[src/rtl/mult_seq_n_if.sv]
// ---------------------------------------------------------------------------
// mult_seq_n_if -- operand/result bundle for the sequential multiplier.
//
// Parameters:
//   WIDTH : operand width in bits (2..32); must match the multiplier's WIDTH.
//
// Signals:
//   init : start request, an operation begins on its 0->1 transition
//   sgn  : 1 = signed (two's-complement) operands, 0 = unsigned
//   A    : multiplicand, WIDTH bits
//   B    : multiplier, WIDTH bits
//   pp   : product, 2*WIDTH bits, held until the next result
//   busy : operation in progress
//   done : one-cycle pulse when pp carries a fresh result
//
// Modports:
//   master : the requester (drives init/sgn/A/B)
//   slave  : the multiplier (drives pp/busy/done)
// ---------------------------------------------------------------------------
interface mult_seq_n_if #(
    parameter int WIDTH = 16
);
    logic                 init;
    logic                 sgn;
    logic [WIDTH-1:0]     A;
    logic [WIDTH-1:0]     B;
    logic [2*WIDTH-1:0]   pp;
    logic                 busy;
    logic                 done;

    modport master (
        output init, sgn, A, B,
        input  pp, busy, done
    );

    modport slave (
        input  init, sgn, A, B,
        output pp, busy, done
    );
endinterface

[src/rtl/mult_seq_n.sv]
// ---------------------------------------------------------------------------
// mult_seq_n -- sequential shift-and-add multiplier, signed or unsigned.
//
// A start request (rising edge of init) captures A, B and sgn. The operands
// are converted to magnitudes, multiplied one multiplier bit per clock, and
// the sign is re-applied in a final fix-up step. The product is registered
// and held until the next result; done pulses for one cycle with it.
//
// Parameters:
//   WIDTH : operand width, 2..32 (default 16)
//
// Ports:
//   clk : clock, all state updates on the rising edge
//   rst : asynchronous, active-low reset
//   bus : mult_seq_n_if.slave (init, sgn, A, B in; pp, busy, done out)
//
// Optional feature:
//   MULT_EARLY_EXIT_EN : when defined, the RUN phase ends as soon as the
//   remaining multiplier bits are all zero. The product is unchanged; only
//   the latency shrinks. Undefined by default (RUN lasts WIDTH cycles).
// ---------------------------------------------------------------------------
module mult_seq_n #(
    parameter int WIDTH = 16
) (
    input  logic          clk,
    input  logic          rst,
    mult_seq_n_if.slave   bus
);
    localparam int PW = 2 * WIDTH;
    localparam int CW = $clog2(WIDTH + 1);

    typedef enum logic [2:0] {
        IDLE,
        LOAD,
        RUN,
        FIX,
        DONE
    } state_t;

    state_t            state_q;
    logic              initPrev_q;
    logic [WIDTH-1:0]  aCap_q;
    logic [WIDTH-1:0]  bCap_q;
    logic              sgnCap_q;
    logic [PW-1:0]     mcand_q;
    logic [WIDTH-1:0]  mplier_q;
    logic [PW-1:0]     acc_q;
    logic [CW-1:0]     cnt_q;
    logic              neg_q;
    logic [PW-1:0]     pp_q;
    logic              busy_q;
    logic              done_q;

    logic [WIDTH-1:0]  magA_d;
    logic [WIDTH-1:0]  magB_d;
    logic              neg_d;
    logic [PW-1:0]     accSum_d;
    logic [WIDTH-1:0]  mplierShift_d;
    logic              lastIter_d;
    logic              startReq_d;

    // Operand preparation, one accumulation step and the RUN exit test.
    // Negating the most negative value in WIDTH bits wraps to 2^(WIDTH-1),
    // which read as unsigned is exactly the magnitude we need, so no extra
    // bit is required for the magnitudes.
    always_comb begin
        magA_d        = aCap_q;
        magB_d        = bCap_q;
        neg_d         = 1'b0;
        if (sgnCap_q) begin
            if (aCap_q[WIDTH-1]) begin
                magA_d = WIDTH'(-aCap_q);
            end
            if (bCap_q[WIDTH-1]) begin
                magB_d = WIDTH'(-bCap_q);
            end
            neg_d = aCap_q[WIDTH-1] ^ bCap_q[WIDTH-1];
        end

        accSum_d      = mplier_q[0] ? (acc_q + mcand_q) : acc_q;
        mplierShift_d = mplier_q >> 1;
        startReq_d    = bus.init & ~initPrev_q;

`ifdef MULT_EARLY_EXIT_EN
        lastIter_d    = (cnt_q == CW'(1)) || (mplierShift_d == '0);
`else
        lastIter_d    = (cnt_q == CW'(1));
`endif
    end

    // Control FSM and datapath registers. initPrev_q resets to 1 so that an
    // init held high through reset is not mistaken for a fresh request.
    always_ff @(posedge clk or negedge rst) begin
        if (!rst) begin
            state_q    <= IDLE;
            initPrev_q <= 1'b1;
            aCap_q     <= '0;
            bCap_q     <= '0;
            sgnCap_q   <= 1'b0;
            mcand_q    <= '0;
            mplier_q   <= '0;
            acc_q      <= '0;
            cnt_q      <= '0;
            neg_q      <= 1'b0;
            pp_q       <= '0;
            busy_q     <= 1'b0;
            done_q     <= 1'b0;
        end else begin
            initPrev_q <= bus.init;
            done_q     <= 1'b0;

            case (state_q)
                IDLE: begin
                    if (startReq_d) begin
                        aCap_q   <= bus.A;
                        bCap_q   <= bus.B;
                        sgnCap_q <= bus.sgn;
                        busy_q   <= 1'b1;
                        state_q  <= LOAD;
                    end
                end

                LOAD: begin
                    mcand_q  <= {{WIDTH{1'b0}}, magA_d};
                    mplier_q <= magB_d;
                    neg_q    <= neg_d;
                    acc_q    <= '0;
                    cnt_q    <= CW'(WIDTH);
                    state_q  <= RUN;
                end

                RUN: begin
                    acc_q    <= accSum_d;
                    mplier_q <= mplierShift_d;
                    mcand_q  <= mcand_q << 1;
                    cnt_q    <= cnt_q - CW'(1);
                    if (lastIter_d) begin
                        state_q <= FIX;
                    end
                end

                FIX: begin
                    pp_q    <= neg_q ? (PW'(0) - acc_q) : acc_q;
                    busy_q  <= 1'b0;
                    done_q  <= 1'b1;
                    state_q <= DONE;
                end

                DONE: begin
                    state_q <= IDLE;
                end

                default: begin
                    state_q <= IDLE;
                end
            endcase
        end
    end

    assign bus.pp   = pp_q;
    assign bus.busy = busy_q;
    assign bus.done = done_q;

endmodule

[src/flat_wrapper.sv]
// flat-port wrapper written by rule: the top's interface ports become plain ports
module mult_seq_n_flat 
#(
    parameter int WIDTH = 16
)
  (clk, rst, bus_init, bus_sgn, bus_A, bus_B, bus_pp, bus_busy, bus_done);
  mult_seq_n_if #(.WIDTH(WIDTH)) bus_i ();
  input  logic clk;
  input  logic rst;
  input wire logic [$bits(bus_i.init)-1:0] bus_init;
  input wire logic [$bits(bus_i.sgn)-1:0] bus_sgn;
  input wire logic [$bits(bus_i.A)-1:0] bus_A;
  input wire logic [$bits(bus_i.B)-1:0] bus_B;
  output wire logic [$bits(bus_i.pp)-1:0] bus_pp;
  output wire logic [$bits(bus_i.busy)-1:0] bus_busy;
  output wire logic [$bits(bus_i.done)-1:0] bus_done;
  assign bus_i.init = bus_init;
  assign bus_i.sgn = bus_sgn;
  assign bus_i.A = bus_A;
  assign bus_i.B = bus_B;
  assign bus_pp = bus_i.pp;
  assign bus_busy = bus_i.busy;
  assign bus_done = bus_i.done;
  mult_seq_n #(.WIDTH(WIDTH)) u_core (.clk(clk), .rst(rst), .bus(bus_i));
endmodule
[config.mk]
export PLATFORM = sky130hd
export DESIGN_NAME = mult_seq_n_flat
export DESIGN_NICKNAME = d
export VERILOG_FILES = /design/src/rtl/mult_seq_n_if.sv /design/src/rtl/mult_seq_n.sv /design/src/flat_wrapper.sv
export SDC_FILE = /design/constraint.sdc
export NUM_CORES = 1
export LEC_CHECK = 0
export CAP_MARGIN = 20
export CORE_UTILIZATION = 59
export DETAILED_ROUTE_END_ITERATION = 16
export PLACE_DENSITY_LB_ADDON = 0.1
export SKIP_CTS_REPAIR_TIMING = 1
export SLEW_MARGIN = 0
export SYNTH_ARGS = -nofsm -noshare
export SYNTH_HDL_FRONTEND = slang
export SYNTH_SLANG_ARGS = --single-unit
[constraint.sdc]
create_clock -name clk -period 3.45 [get_ports clk]
set_input_delay 0.69 -clock clk [delete_from_list [all_inputs] [get_ports clk]]
set_output_delay 0.69 -clock clk [all_outputs]
set_load 0.02 [all_outputs]
# Word level (Yosys, flattened, before mapping)

Cells that the tools add are included.

Register bits after elaboration: 157
Bits in latches: 0
Bits in writable memories: 0
ROM bits: 0
Output and inout port bits: 34
Logic and storage cells: 52
Memories: 0

Add/subtract/negate cells: 5
Multiply operators: 0
Div/mod/pow operators: 0
Magnitude comparators: 0
Eq/ne operators: 7
Shift-type cells: 0
Multiplexer cells: 17
Bitwise logic cells: 3
Reduce and logical (&&, ||, !) cells: 7

Operators by type and width:

| kind                  | count |
|---|---|
| $pmux 32 s2           | 2 |
| $mux 16               | 4 |
| $mux 32               | 2 |
| $add 32x32->32        | 1 |
| $neg 16->16           | 2 |
| $pmux 16 s2           | 1 |
| $sub 1x32->32 const A | 1 |
| $pmux 3 s4            | 1 |
| $pmux 5 s2            | 1 |
| $reduce_and 2->1      | 4 |
| $eq 3x2->1 const B    | 2 |
| $mux 3                | 2 |
| $ne 2x1->1 const B    | 3 |
| $eq 5x1->1 const B    | 1 |
| $sub 5x1->5 const B   | 1 |
| $reduce_bool 2->1     | 2 |
| $eq 3x1->1 const B    | 1 |
| $logic_not 3->1       | 1 |
| $mux 1                | 3 |
| $pmux 1 s2            | 1 |
| $and 1x1->1           | 1 |
| $not 1->1             | 1 |
| $xor 1x1->1           | 1 |

# Longest topological paths before layout

Word-level depth: 4
Mapped depth: 11

# Worst setup path after synthesis

OpenSTA, ideal clock, no wires.

Path type: register to register
Start: reg u_core.acc_q[9]
End: reg u_core.acc_q[30]
Setup time: 0.087 ns
Arrival: 2.444 ns
Required time: 3.363 ns
Path slack: 0.920 ns
Cell stages (with the launch flop): 10
Path buffers: 0
Period minus slack after synthesis: 2.530 ns
Path through: dfrtp_1 > ha_1 > and3_1 > or2_2 > o32a_1 > o21ai_1 > o21ai_1 > a221o_1 > or2_0 > o211ai_1

Longest elaborated chain between the ends: 3

Ends and longest elaborated chain:

| element                | RTL line          | source |
|---|---|---|
| from (decl)            | mult_seq_n.sv:47  | `logic [PW-1:0] acc_q;` |
| from (signal assigned) | mult_seq_n.sv:133 | `acc_q <= accSum_d;` |
| $add 32x32->32         | mult_seq_n.sv:80  | `accSum_d = mplier_q[0] ? (acc_q + mcand_q) : acc_q;` |
| $mux 32                | mult_seq_n.sv:80  |  |
| $pmux 32 s2            | mult_seq_n.sv:112 | `case (state_q)` |

Every way passes these cells. The select of a mux whose other input is x is not followed.
A chain may end at the register's enable or synchronous reset.

# Worst setup path after layout

Start: reg u_core.acc_q[0]
End: reg u_core.acc_q[30]

The elaborated chain is that of the path after synthesis.

==> reports/metrics.yaml <==
status: "finished, final reports clean"
syn_area_um2: 8853
cts_made_buffers: 17
nFillCells: 1100
gp_congestion: 0.8972
fp.dieW_um: 124.5
hold_viol: 0
drive_above_1_share: 0.1021
final_common_cell: "dfrtp_1"
clk_pin_slew_ns: 0.06
yosysUniqueCellTypes: 69
grt_max_degree: 77
period_share: 0.8516
syn-mean-instance-area_um2: 9.729
critPathKind: "reg2reg"
relSlewSlack: 0.4196
crit_path_frequent_cell: "o21ai_1"
area_growth_pct: 16.89
yosys.area.top_type_share: 0.4409
finalSetupViolCount: 0
tightestPinTransition_ns: 0.8706
die_area_um2: 15500
insertion_delay_ns: 0.43
synth_top_area_cell: "dfrtp_1"
endpoint_kind: "flip-flop"
fin_area_um2: 10350
synth-seq-cells: 157
yosysWarnings: 0
syn_nets: 983
regArea_um2: 3930
powerDensity_nw_per_um2: 895.8
rsz0062_at_grt: "no"
hpwl_um: 14470
ioPinCount: 70
finalHoldWorstSlack_ns: 0.2807
slowest_delay_ns: 0.41
grt_use_total: 0.2675
drt-pass1-iter-count: 5
antenna_found_initial: 0
seq_area_frac_synth: 0.4439
finalSetupTns_ns: 0
cp_max_fo: 5
antennaDiodeCount: 0
hp-class: "in2async"
synth_edf_count: 0
slowest_stage: "o21ai_1"
die_h_um: 124.5
leakage_nw: 4.582
grt_pass1_wl_um: 33490
skew_ns: 0.006255
coreArea_um2: 14590
htreeDepth: 4
finalMaxSlewViolations: 0
async_flop_share: 1.000
portBuffers: 69
totalWireLength_um: 19640
clockBufferDepth: 2
final_nets: 1039
grt_pass1_vias: 6854
synth-main-ff-cell: "dfrtp_1"
syn_inst: 910
cp-start-kind: "flip-flop"
via_count: 7032
worstPathArrival_ns: 3.28
initial_utilization: 0.6069
post_drt_wl_per_cell_um: 16.89
crit_chain: "ha_1 -> inv_1 -> fa_1 -> nor2b_1 -> o31a_1 -> o221a_2 -> o21ai_1 -> o21ai_1 -> a221o_1 -> or2_0 -> o211ai_1"
path_buf_inv: 1
cts.sinks: 157
final_cell_mix: "dfrtp_1, o21ai_0, nand2_1"
rows: 44
cp_top_family: "compound AO/OA/AOI/OAI gates"
peakVddDrop_mv: 0.5465
drtIter0Drc: 416
ant_nets: 0
maxCapViolations: 0
synth.area.top_cells: "dfrtp_1, o21ai_0, xor2_1"
grt-ovfl-total: 0
fmax_mhz: 340.4
cp.required_ns: 3.80
root_buffer: "clkbuf_16"
cts_tree: "yes"
placed_area_um2: 9722
routed_via_density: 6.046
period_needed_ns: 2.938
multi_input_area_um2: 4669
drc: 0
-- layer usage --
| metal | wire [um] | GRT usage | part of all wire | up-vias |
|---|---|---|---|---|
| li1 | - | - | - | 3476 |
| met1 | 9305 | 0.3730 | 0.47 | 3333 |
| met2 | 9156 | 0.4280 | 0.47 | 196 |
| met3 | 889 | 0.04296 | 0.045 | 27 |
| met4 | 288 | 0.08434 | 0.015 | 0 |
| met5 | 0 | 0 | 0 | - |
-- stage by stage --
step	instances	power (W)	utilization	setup WS [ns]
final	1163	0.009271	0.7093	0.5121
after CTS	1162	0.009275	0.7075	0.5585
after floorplan	910	0.006107	-	0.9198
after global placement	1130	0.007162	0.6664	0.6573
after detailed placement	1130	0.007355	0.6664	0.5769
after global routing	1163	0.009953	0.7093	0.2837
-- path summary, 6_finish.rpt --
check	end	from	cells after the start	slack (ns)
max	u_core.acc_q[30]	u_core.acc_q[0]	11	0.51
max in group asynchronous	u_core.mcand_q[10]	rst	2	2.41
max reg2reg	u_core.acc_q[30]	u_core.acc_q[0]	11	0.51
min	u_core.bus.pp[5]	rst	1	0.28
min in group clk	u_core.bus.pp[21]	u_core.bus.pp[21]	2	0.48
min reg2reg	u_core.bus.pp[21]	u_core.bus.pp[21]	2	0.48
-- sequential cells by signal (all words and copies together), names as in the netlist --
signal             cells
u_core.cnt_q           5
u_core.bCap_q         16
u_core.mplier_q       16
u_core.bus.pp         32
u_core.bus.done        1
u_core.mcand_q        32
u_core.state_q         3
u_core.neg_q           1
u_core.aCap_q         16
u_core.initPrev_q      1
u_core.bus.busy        1
u_core.acc_q          32
u_core.sgnCap_q        1
-- power by group --
| part | switching, W | leakage [nW] | total [W] | internal (W) |
|---|---|---|---|---|
| registers | 0.000767 | 2.04 | 0.00332 | 0.00256 |
| logic | 0.00225 | 2.25 | 0.00405 | 0.00180 |
| clock network | 0.000797 | 0.291 | 0.00190 | 0.00110 |
-- synthesized netlist by cell type, types with 9 or more instances --
| cell type | n |
|---|---|
| o21a_1 | 9 |
| nand2b_1 | 9 |
| xor2_1 | 55 |
| ha_1 | 36 |
| xnor2_1 | 22 |
| nor3_1 | 13 |
| clkbuf_1 | 43 |
| a21oi_1 | 37 |
| nand2_1 | 80 |
| o31ai_1 | 23 |
| a22oi_1 | 28 |
| nor2_1 | 30 |
| a21o_1 | 14 |
| a22o_1 | 16 |
| o21ai_0 | 111 |
| or3_1 | 11 |
| nand3_1 | 44 |
| dfrtp_1 | 156 |
| inv_1 | 20 |
| mux2_2 | 33 |
-- cell type report --
type,count,area share
tap,184,0.02225
clock inverter,14,0.01548
sequential,157,0.3798
timing repair buffer,85,0.08161
clock buffer,18,0.04244
inverter,20,0.007254
multi-input combinational,685,0.4512
-- logic make-up (layout without fill, tap and decap cells) --
| family | Yosys count | in the layout | synth area share |
|---|---|---|---|
| xor gates and xnor gates | 77 | 77 | 0.07617 |
| DFF | 157 | 157 | 0.4439 |
| AOI/OAI and AO/OA | 294 | 294 | 0.2155 |
| muxes | 34 | 34 | 0.04310 |
| buffers and inverters | 68 | 137 | 0.02968 |
| and+or+nand+nor | 243 | 243 | 0.1385 |
| adders and majority gates | 37 | 37 | 0.05314 |
No activity file was read; power rests on OpenSTA's default activity.
